### src/rtl/fetch_stage.sv
// IF stage: owns the PC, issues I-cache requests and loads the F/D register.
// Redirects and halts seen during an outstanding miss are deferred until it completes.
module fetch_stage #(
  parameter logic [15:0] RESET_PC  = 16'h0000,
  parameter logic [15:0] NOP_INSTR = 16'h0000
) (
  input  logic        clk,
  input  logic        rst,
  input  logic        stall,
  input  logic        flush,
  input  logic [15:0] branch_target,
  input  logic        halt_PC,
  input  logic        imem_rdy,
  input  logic [15:0] imem_instr,
  output logic        imem_req,
  output logic [15:0] imem_addr,
  output logic [31:0] D_out,
  output logic        fd_valid,
  output logic        halted
);

  typedef enum logic [1:0] {
    S_FETCH,
    S_WAIT,
    S_REDIR,
    S_HALTED
  } state_t;

  state_t      state_q, state_d;
  logic [15:0] pc_q, pc_d;
  logic [31:0] dout_q, dout_d;
  logic        valid_q, valid_d;
  logic        hpend_q, hpend_d;
  logic [15:0] rpc_q, rpc_d;
  logic [15:0] pc_inc;
  logic [31:0] bubble;

  assign pc_inc = pc_q + 16'd2;
  assign bubble = {pc_inc, NOP_INSTR};

  always_comb begin
    state_d = state_q;
    pc_d    = pc_q;
    dout_d  = dout_q;
    valid_d = valid_q;
    hpend_d = hpend_q;
    rpc_d   = rpc_q;
    if (stall) begin
      // the word delivered under a stall is refetched as a hit
      if (state_q == S_WAIT && imem_rdy)
        state_d = S_FETCH;
    end else begin
      unique case (state_q)
        S_FETCH, S_WAIT: begin
          dout_d  = bubble;
          valid_d = 1'b0;
          if (imem_rdy) begin
            state_d = S_FETCH;
            if (hpend_q) begin
              state_d = S_HALTED;
            end else if (flush) begin
              pc_d = branch_target;
            end else if (halt_PC) begin
              state_d = S_HALTED;
            end else begin
              pc_d    = pc_inc;
              dout_d  = {pc_inc, imem_instr};
              valid_d = 1'b1;
            end
          end else if (flush) begin
            // a redirect supersedes any halt seen earlier in the miss
            rpc_d   = branch_target;
            hpend_d = 1'b0;
            state_d = S_REDIR;
          end else begin
            if (halt_PC)
              hpend_d = 1'b1;
            state_d = S_WAIT;
          end
        end
        S_REDIR: begin
          dout_d  = bubble;
          valid_d = 1'b0;
          if (imem_rdy) begin
            pc_d    = rpc_q;
            state_d = S_FETCH;
          end
        end
        S_HALTED: begin
          state_d = S_HALTED;
        end
      endcase
    end
  end

  always_ff @(posedge clk or posedge rst) begin
    if (rst) begin
      state_q <= S_FETCH;
      pc_q    <= RESET_PC;
      dout_q  <= {16'h0000, NOP_INSTR};
      valid_q <= 1'b0;
      hpend_q <= 1'b0;
      rpc_q   <= 16'h0000;
    end else begin
      state_q <= state_d;
      pc_q    <= pc_d;
      dout_q  <= dout_d;
      valid_q <= valid_d;
      hpend_q <= hpend_d;
      rpc_q   <= rpc_d;
    end
  end

  assign imem_req  = (state_q != S_HALTED);
  assign imem_addr = pc_q;
  assign D_out     = dout_q;
  assign fd_valid  = valid_q;
  assign halted    = (state_q == S_HALTED);

endmodule

### config.mk
export PLATFORM = sky130hd
export DESIGN_NAME = fetch_stage
export DESIGN_NICKNAME = d
export VERILOG_FILES = /design/src/rtl/fetch_stage.sv
export SDC_FILE = /design/constraint.sdc
export NUM_CORES = 1
export LEC_CHECK = 0
export ABC_AREA = 0
export CAP_MARGIN = 0
export CORE_AREA = 2 2 79 119
export DETAILED_ROUTE_END_ITERATION = 12
export DIE_AREA = 0 0 81 121
export GPL_ROUTABILITY_DRIVEN = 1
export PLACE_DENSITY = 0.65
export SYNTH_ARGS = -nofsm -noshare
export SYNTH_HDL_FRONTEND = slang
export SYNTH_SLANG_ARGS = --single-unit
### constraint.sdc
create_clock -name clk -period 4.6 [get_ports clk]
set_input_delay 1.38 -clock clk [delete_from_list [all_inputs] [get_ports clk]]
set_output_delay 1.38 -clock clk [all_outputs]
set_load 0.005 [all_outputs]
==> impl_metrics.csv, run 1 <==
group,metric,value,unit
placement,hpwlAfterDp,6710,microns
logic_synthesis,synth_top_area_share,49.9,%
grt,grt_usage,19.4,%
clock_network,cts.hold.buffers_added,0,
setup_path,cpMaxStageDelayCell,"nor2_1",
logic_synthesis,synthFlopType,"dfrtp_1",
setup_path,cp-end-kind,"flop",
grt,grt_max_degree,42,
grt,antenna_found_initial,0,
logic_synthesis,synth_largest_area_cell,"dfrtp_1",
clock_network,path_clk_slew,50,ps
setup_path,worst-path-max-fanout,18,
worst_hold_path,min_from,"D_out[29]$_DFFE_PP0P_",
timing,period_needed,3170,ps
setup_path,arrival,3330,ps
setup_path,path_class,"input pin to flop",
timing,drv_slew,0,
run_status,status,"finished clean",
setup_path,r2r_start,"state_q[1]$_DFFE_PP0P_",
die,io_pins,89,
die,core-area,8720,sq um
drt,drt-initial-drc-count,106,
setup_path,rr_endpoint,"imem_addr[8]$_DFFE_PP0P_",
clock_network,postCtsSetupBuffers,0,
grt,grt_pass1_wl,14600,microns
clock_network,post_cts_resize_count,0,
setup_path,crit_path_frequent_cell,"buf_4",
cells_and_area,final_cells,523,
die,rows,42,
power_and_ir_drop,power.density,598,nW/um^2
grt,grt_overflow,0,
setup_path,worstPathCellList,"clkdlybuf4s50_1 > buf_4 > buf_4 > nand2b_1 > a21oi_2 > nor2_1 > a32oi_1",
flow_run,maxCapViolations,0,
timing,relSlewSlack,43.6,%
clock_network,cts_tree,"built",
worst_hold_path,holdPathStages,2,
drt,viasPerCell,5.46,
timing,max_freq,0.316,GHz
cells_and_area,drive_above_1_share,12.1,%
logic_synthesis,synth_cell_types,56,
clock_network,cts_root_buf,"clkbuf_16",
clock_network,cts_htree_levels,3,
cells_and_area,diodes,0,
setup_path,cp-start-kind,"input pin",
die,dieArea,9800,sq um
timing,finalHoldViolCount,0,
logic_synthesis,synth-seq-area-share,49.9,%
setup_path,crit_path_max_incr_delay,480,ps
drt,drc,0,
worst_hold_path,hp-class,"flop to flop",
logic_synthesis,synth_most_common_cell,"dfrtp_1",
worst_hold_path,worstHoldEndpoint,"D_out[29]$_DFFE_PP0P_",
placement,io_buffers,88,
drt,via_count,2854,
timing,finalSetupTns,0,ps
clock_network,cts_buffers,9,
grt,grt_pass1_vias,2965,
die,dieHeight,121,microns
logic_synthesis,netlist_top_cells_area,"dfrtp_1 50%, mux2_2 5.3%, nand2_1 4.5%, a22o_1 4.1%, a21oi_1 2.3%",
clock_network,clkSinkCount,68,
cells_and_area,syn_to_final_growth,35.6,%
drt,ant_nets,0,
setup_path,worstPathRequired,4770,ps
placement,placed_cells,508,
timing,skew,5.88,ps
drt,finalWirelength,9030,microns
timing,fin_crit_sh,68.8,%
clock_network,cts_max_path_buffers,2,
die,fp.dieW,81,microns
power_and_ir_drop,peakVddDrop,0.262,mV
logic_synthesis,ys_top_cells_by_count,"68 x dfrtp_1, 41 x nand2_1",
logic_synthesis,async_reset_ff_share,100,%
cells_and_area,finalNetCount,448,
drt,drtPass1Iterations,4,
setup_path,r2r_cells,5,
drt,routedWlPerCell,17.3,microns
logic_synthesis,syn-mean-instance-area,10.4,sq um
logic_synthesis,yosys_warnings,0,
timing,grt_setup_unrepaired,"false",
clock_network,insertion_delay,330,ps
timing,finalSetupViolations,0,
logic_synthesis,synth.cell_area,3410,sq um
logic_synthesis,netlist_instances,328,
timing,worst_pin_slew,845,ps
logic_synthesis,synth_edf_count,0,
logic_synthesis,syn_nets,367,
placement,gp_congestion,0.877,
setup_path,ff2ff_setup_slack,2020,ps
power_and_ir_drop,p_leak,1.92,nW
logic_synthesis,synth-seq-cells,68,
die,initial_utilization,39.1,%
-- stage by stage --
step / util, % / instance area, sq um / setup slack (ps) / hold WS [ps] / power, W
5_1_grt: 53.1 / 4630 / 1300 / 498 / 0.00295
6_report: 53.1 / 4630 / 1430 / 474 / 0.00277
3_5_place_dp: 50.0 / 4360 / 1110 / 470 / 0.00215
3_3_place_gp: 50.0 / 4360 / 1180 / 460 / 0.00213
4_1_cts: 53.1 / 4630 / 1450 / 481 / 0.00278
2_1_floorplan: - / 3410 / 1510 / 462 / 0.00164
-- cell type report --
cell class	instances	area (sq um)
fillers	814	4090
flip-flops and latches	68	1700
multi-input cells	228	1560
repair buffers	95	933
clock buffers	13	260
well taps	110	138
inverters	7	26.3
clock inverters	2	10.0
-- cell families (layout without fill, tap and decap cells) --
group                    count (synthesis)  after routing  share of synthesized area [%]
AND/OR/NAND/NOR                         99             99                           15.5
AO/OA/AOI/OAI                           93             93                           19.5
flip-flops                              68             68                           49.9
buffers and inverters                   32            117                           4.44
multiplexers                            23             23                           7.33
XOR/XNOR                                12             12                           3.08
adder cells (fa/ha/maj)                  1              1                          0.367
-- how the worst max path moves through the flow --
stage,start,end,slack (ps)
2_1_floorplan,rst,D_out[0]$_DFFE_PP0P_,1510
3_3_place_gp,flush,imem_addr[8]$_DFFE_PP0P_,1180
3_5_place_dp,flush,imem_addr[8]$_DFFE_PP0P_,1110
4_1_cts,flush,imem_addr[8]$_DFFE_PP0P_,1450
5_1_grt,flush,imem_addr[8]$_DFFE_PP0P_,1300
6_report,flush,imem_addr[8]$_DFFE_PP0P_,1430
-- worst max-delay path, delay by kind of cell --
| kind | cells | cell delay [ps] |
|---|---|---|
| AO/OA/AOI/OAI | 2 | 350 |
| AND/OR/NAND/NOR | 2 | 700 |
| buffers and inverters | 3 | 900 |
-- sequential cells by signal, indices dropped and copies added, names as in the netlist --
name       flops
state_q        2
fd_valid       1
hpend_q        1
imem_addr     16
rpc_q         16
D_out         32
-- per-layer routing --
layer	wire [microns]	track usage, %	share of wire, %	vias up
met4	260	9.32	2.9	0
met5	0	0	0	-
met3	538	4.84	6.0	23
met2	4480	32.6	50	114
met1	3750	22.7	42	1357
li1	-	-	-	1360
-- placed cells by master, fill, tap and decap left out, drive strengths merged, types with 3 or more instances in the layout --
cell           instances
a2111oi                3
a211oi                 6
a21o                   3
a21oi                 17
a22o                  16
a31oi                  6
buf                    7
clkbuf                13
clkdlybuf4s50         88
dfrtp                 68
inv                    7
mux2                  16
mux2i                  7
nand2                 41
nand2b                12
nand3                  6
nand4                  4
nor2                  13
nor2b                  4
nor3                   6
nor4                   3
o21a                   3
o21ai                 18
o22a                   3
xnor2                  9
xor2                   3
-- power breakdown --
part | total [W] | internal [W] | switching [W]
sequential | 0.00108 | 0.000826 | 0.000250
clock | 0.000622 | 0.000389 | 0.000233
combinational | 0.00107 | 0.000578 | 0.000493
(Power assumes the default switching activity.)
==> run 2: changes to the inputs <==
- PLACE_DENSITY: 0.65 -> 0.68
- clock period: 4.6 -> 2.9 ns (I/O delays scaled with it)
==> impl_metrics.csv, run 2 (synthesis gave the netlist of run 1 again) <==
group,metric,value,unit
grt,grt_pass1_vias,2808,
clock_network,cts_root_buf,"clkbuf_16",
grt,grt_overflow,0,
timing,skew,4.38,ps
clock_network,path_clk_slew,50,ps
worst_hold_path,holdPathStages,2,
clock_network,cts_buffers,9,
power_and_ir_drop,p_sw,0.00153,W
cells_and_area,syn_to_final_growth,39.2,%
clock_network,cts_max_path_buffers,2,
timing,fin_crit_sh,89.0,%
drt,drt-initial-drc-count,100,
timing,grt_setup_unrepaired,"false",
placement,hpwlAfterDp,6440,microns
cells_and_area,fill_cells,798,
die,initial_utilization,39.1,%
timing,period_needed,2580,ps
power_and_ir_drop,power_frac_seq,37.2,%
setup_path,worstPathCellList,"nand2_1 > inv_1 > clkdlybuf4s50_1",
die,fp.dieW,81,microns
clock_network,clkSinkCount,68,
cells_and_area,diodes,0,
drt,via_count,2861,
setup_path,crit_start,"state_q[1]$_DFFE_PP0P_",
worst_hold_path,min_from,"D_out[21]$_DFFE_PP0P_",
worst_hold_path,hp-class,"flop to flop",
placement,gp_congestion,0.840,
setup_path,cpMaxStageDelayCell,"dfrtp_1",
power_and_ir_drop,power.internal,0.00301,W
die,dieHeight,121,microns
worst_hold_path,worstHoldEndpoint,"D_out[21]$_DFFE_PP0P_",
flow_run,maxCapViolations,0,
setup_path,r2r_cells,5,
die,io_pins,89,
setup_path,worst-path-max-fanout,10,
timing,worst_slack,319,ps
setup_path,critPathTopFamily,"buffers and inverters",
die,rows,42,
drt,wl_met3,606,microns
power_and_ir_drop,p_sw_share,33.6,%
cells_and_area,largest_reg_flops,32,
setup_path,r2r_start,"imem_addr[1]$_DFFE_PP0P_",
drt,viasPerCell,5.42,
placement,io_buffers,88,
die,core-area,8720,sq um
power_and_ir_drop,power,0.00454,W
cells_and_area,finalNetCount,454,
cells_and_area,finalCoreUtilization,54.5,%
clock_network,postCtsSetupBuffers,0,
run_status,status,"finished clean",
power_and_ir_drop,clkPwrFrac,24.9,%
drt,ant_nets,0,
timing,max_freq,0.387,GHz
drt,routedWlPerCell,16.6,microns
power_and_ir_drop,comb_power_share,37.9,%
grt,grt_pass1_wl,14100,microns
drt,topRoutingLayerUsed,"met4",
grt,grt_max_degree,44,
grt,grt_usage,18.9,%
cells_and_area,drive_above_1_share,13.6,%
placement,dp_slack,290,ps
setup_path,arrival,1710,ps
setup_path,worstPathRequired,2030,ps
clock_network,cts_htree_levels,3,
setup_path,rr_endpoint,"imem_addr[11]$_DFFE_PP0P_",
setup_path,ff2ff_setup_slack,940,ps
drt,finalWirelength,8790,microns
clock_network,post_cts_resize_count,0,
timing,relSlewSlack,49.8,%
setup_path,cp-end-kind,"output port",
timing,drv_slew,0,
cells_and_area,final_common_cell,"clkdlybuf4s50_1",
clock_network,cts.hold.buffers_added,0,
drt,drc,0,
timing,finalSetupViolations,0,
drt,wl_met2,4400,microns
clock_network,insertion_delay,330,ps
power_and_ir_drop,p_leak,1.99,nW
timing,finalSetupTns,0,ps
grt,antenna_found_initial,0,
setup_path,cp-start-kind,"flop",
setup_path,path_class,"flop to output port",
power_and_ir_drop,peakVddDrop,0.441,mV
power_and_ir_drop,power.density,955,nW/um^2
timing,worst_pin_slew,753,ps
cells_and_area,final_cell_mix,"88 x clkdlybuf4s50_1, 68 x dfrtp_1, 41 x nand2_1",
clock_network,cts_tree,"built",
setup_path,path_depth,3,
timing,finalHoldViolCount,0,
die,dieArea,9800,sq um
setup_path,crit_path_max_incr_delay,560,ps
drt,wl_met1,3600,microns
setup_path,crit_buf_inv,2,
drt,drtPass1Iterations,4,
==> run 2: cell types whose count changed in the layout (fill, tap and decap cells not counted) <==
cell	change
clkinv_2	-2
buf_12	+3
clkbuf_1	-2
bufinv_16	+1
clkbuf_8	+2
buf_4	+3
==> run 2: how the worst max path moves through the flow <==
stage	end	slack (ps)
4_1_cts	halted	320
5_1_grt	halted	240
6_report	halted	320
3_3_place_gp	D_out[1]$_DFFE_PP0P_	360
2_1_floorplan	D_out[0]$_DFFE_PP0P_	320
3_5_place_dp	D_out[6]$_DFFE_PP0P_	290
==> run 2: through the flow <==
step	std cells	hold WS (ps)	area, sq um
2_1_floorplan	328	462	3410
3_3_place_gp	514	459	4440
3_5_place_dp	514	467	4440
4_1_cts	528	480	4750
5_1_grt	528	497	4750
6_report	528	473	4750
==> run 2: area by class of cell <==
| cell class | instances | area, sq um | area share [%] |
|---|---|---|---|
| well taps | 110 | 138 | 2.90 |
| multi-input cells | 228 | 1560 | 32.8 |
| clock inverters | 1 | 30.0 | 0.632 |
| flip-flops and latches | 68 | 1700 | 35.8 |
| inverters | 7 | 26.3 | 0.553 |
| clock buffers | 13 | 280 | 5.90 |
| repair buffers | 101 | 1020 | 21.4 |
==> run 2: worst reg2reg max path, delay by kind of cell (launching register included) <==
| kind | cells | cell delay [ps] |
|---|---|---|
| flops | 1 | 480 |
| simple gates | 2 | 700 |
| compound gates | 2 | 430 |
| fa+ha+maj | 1 | 250 |
==> run 2: power by group through the flow <==
| stage | Sequential [W] | Clock [W] | Combinational (W) |
|---|---|---|---|
| final | 0.00169 | 0.00113 | 0.00172 |
| after global placement | 0.00169 | 0 | 0.00171 |
| after floorplan | 0.00159 | 0 | 0.00101 |
| after global routing | 0.00175 | 0.00118 | 0.00190 |
| after CTS | 0.00169 | 0.00115 | 0.00174 |
| after detailed placement | 0.00170 | 0 | 0.00173 |
==> run 2: per-layer routing <==
layer | vias up | track usage, %
met5 | - | 0
met4 | 0 | 9.22
met3 | 11 | 3.79
met2 | 110 | 31.1
met1 | 1378 | 23.2
li1 | 1362 | -
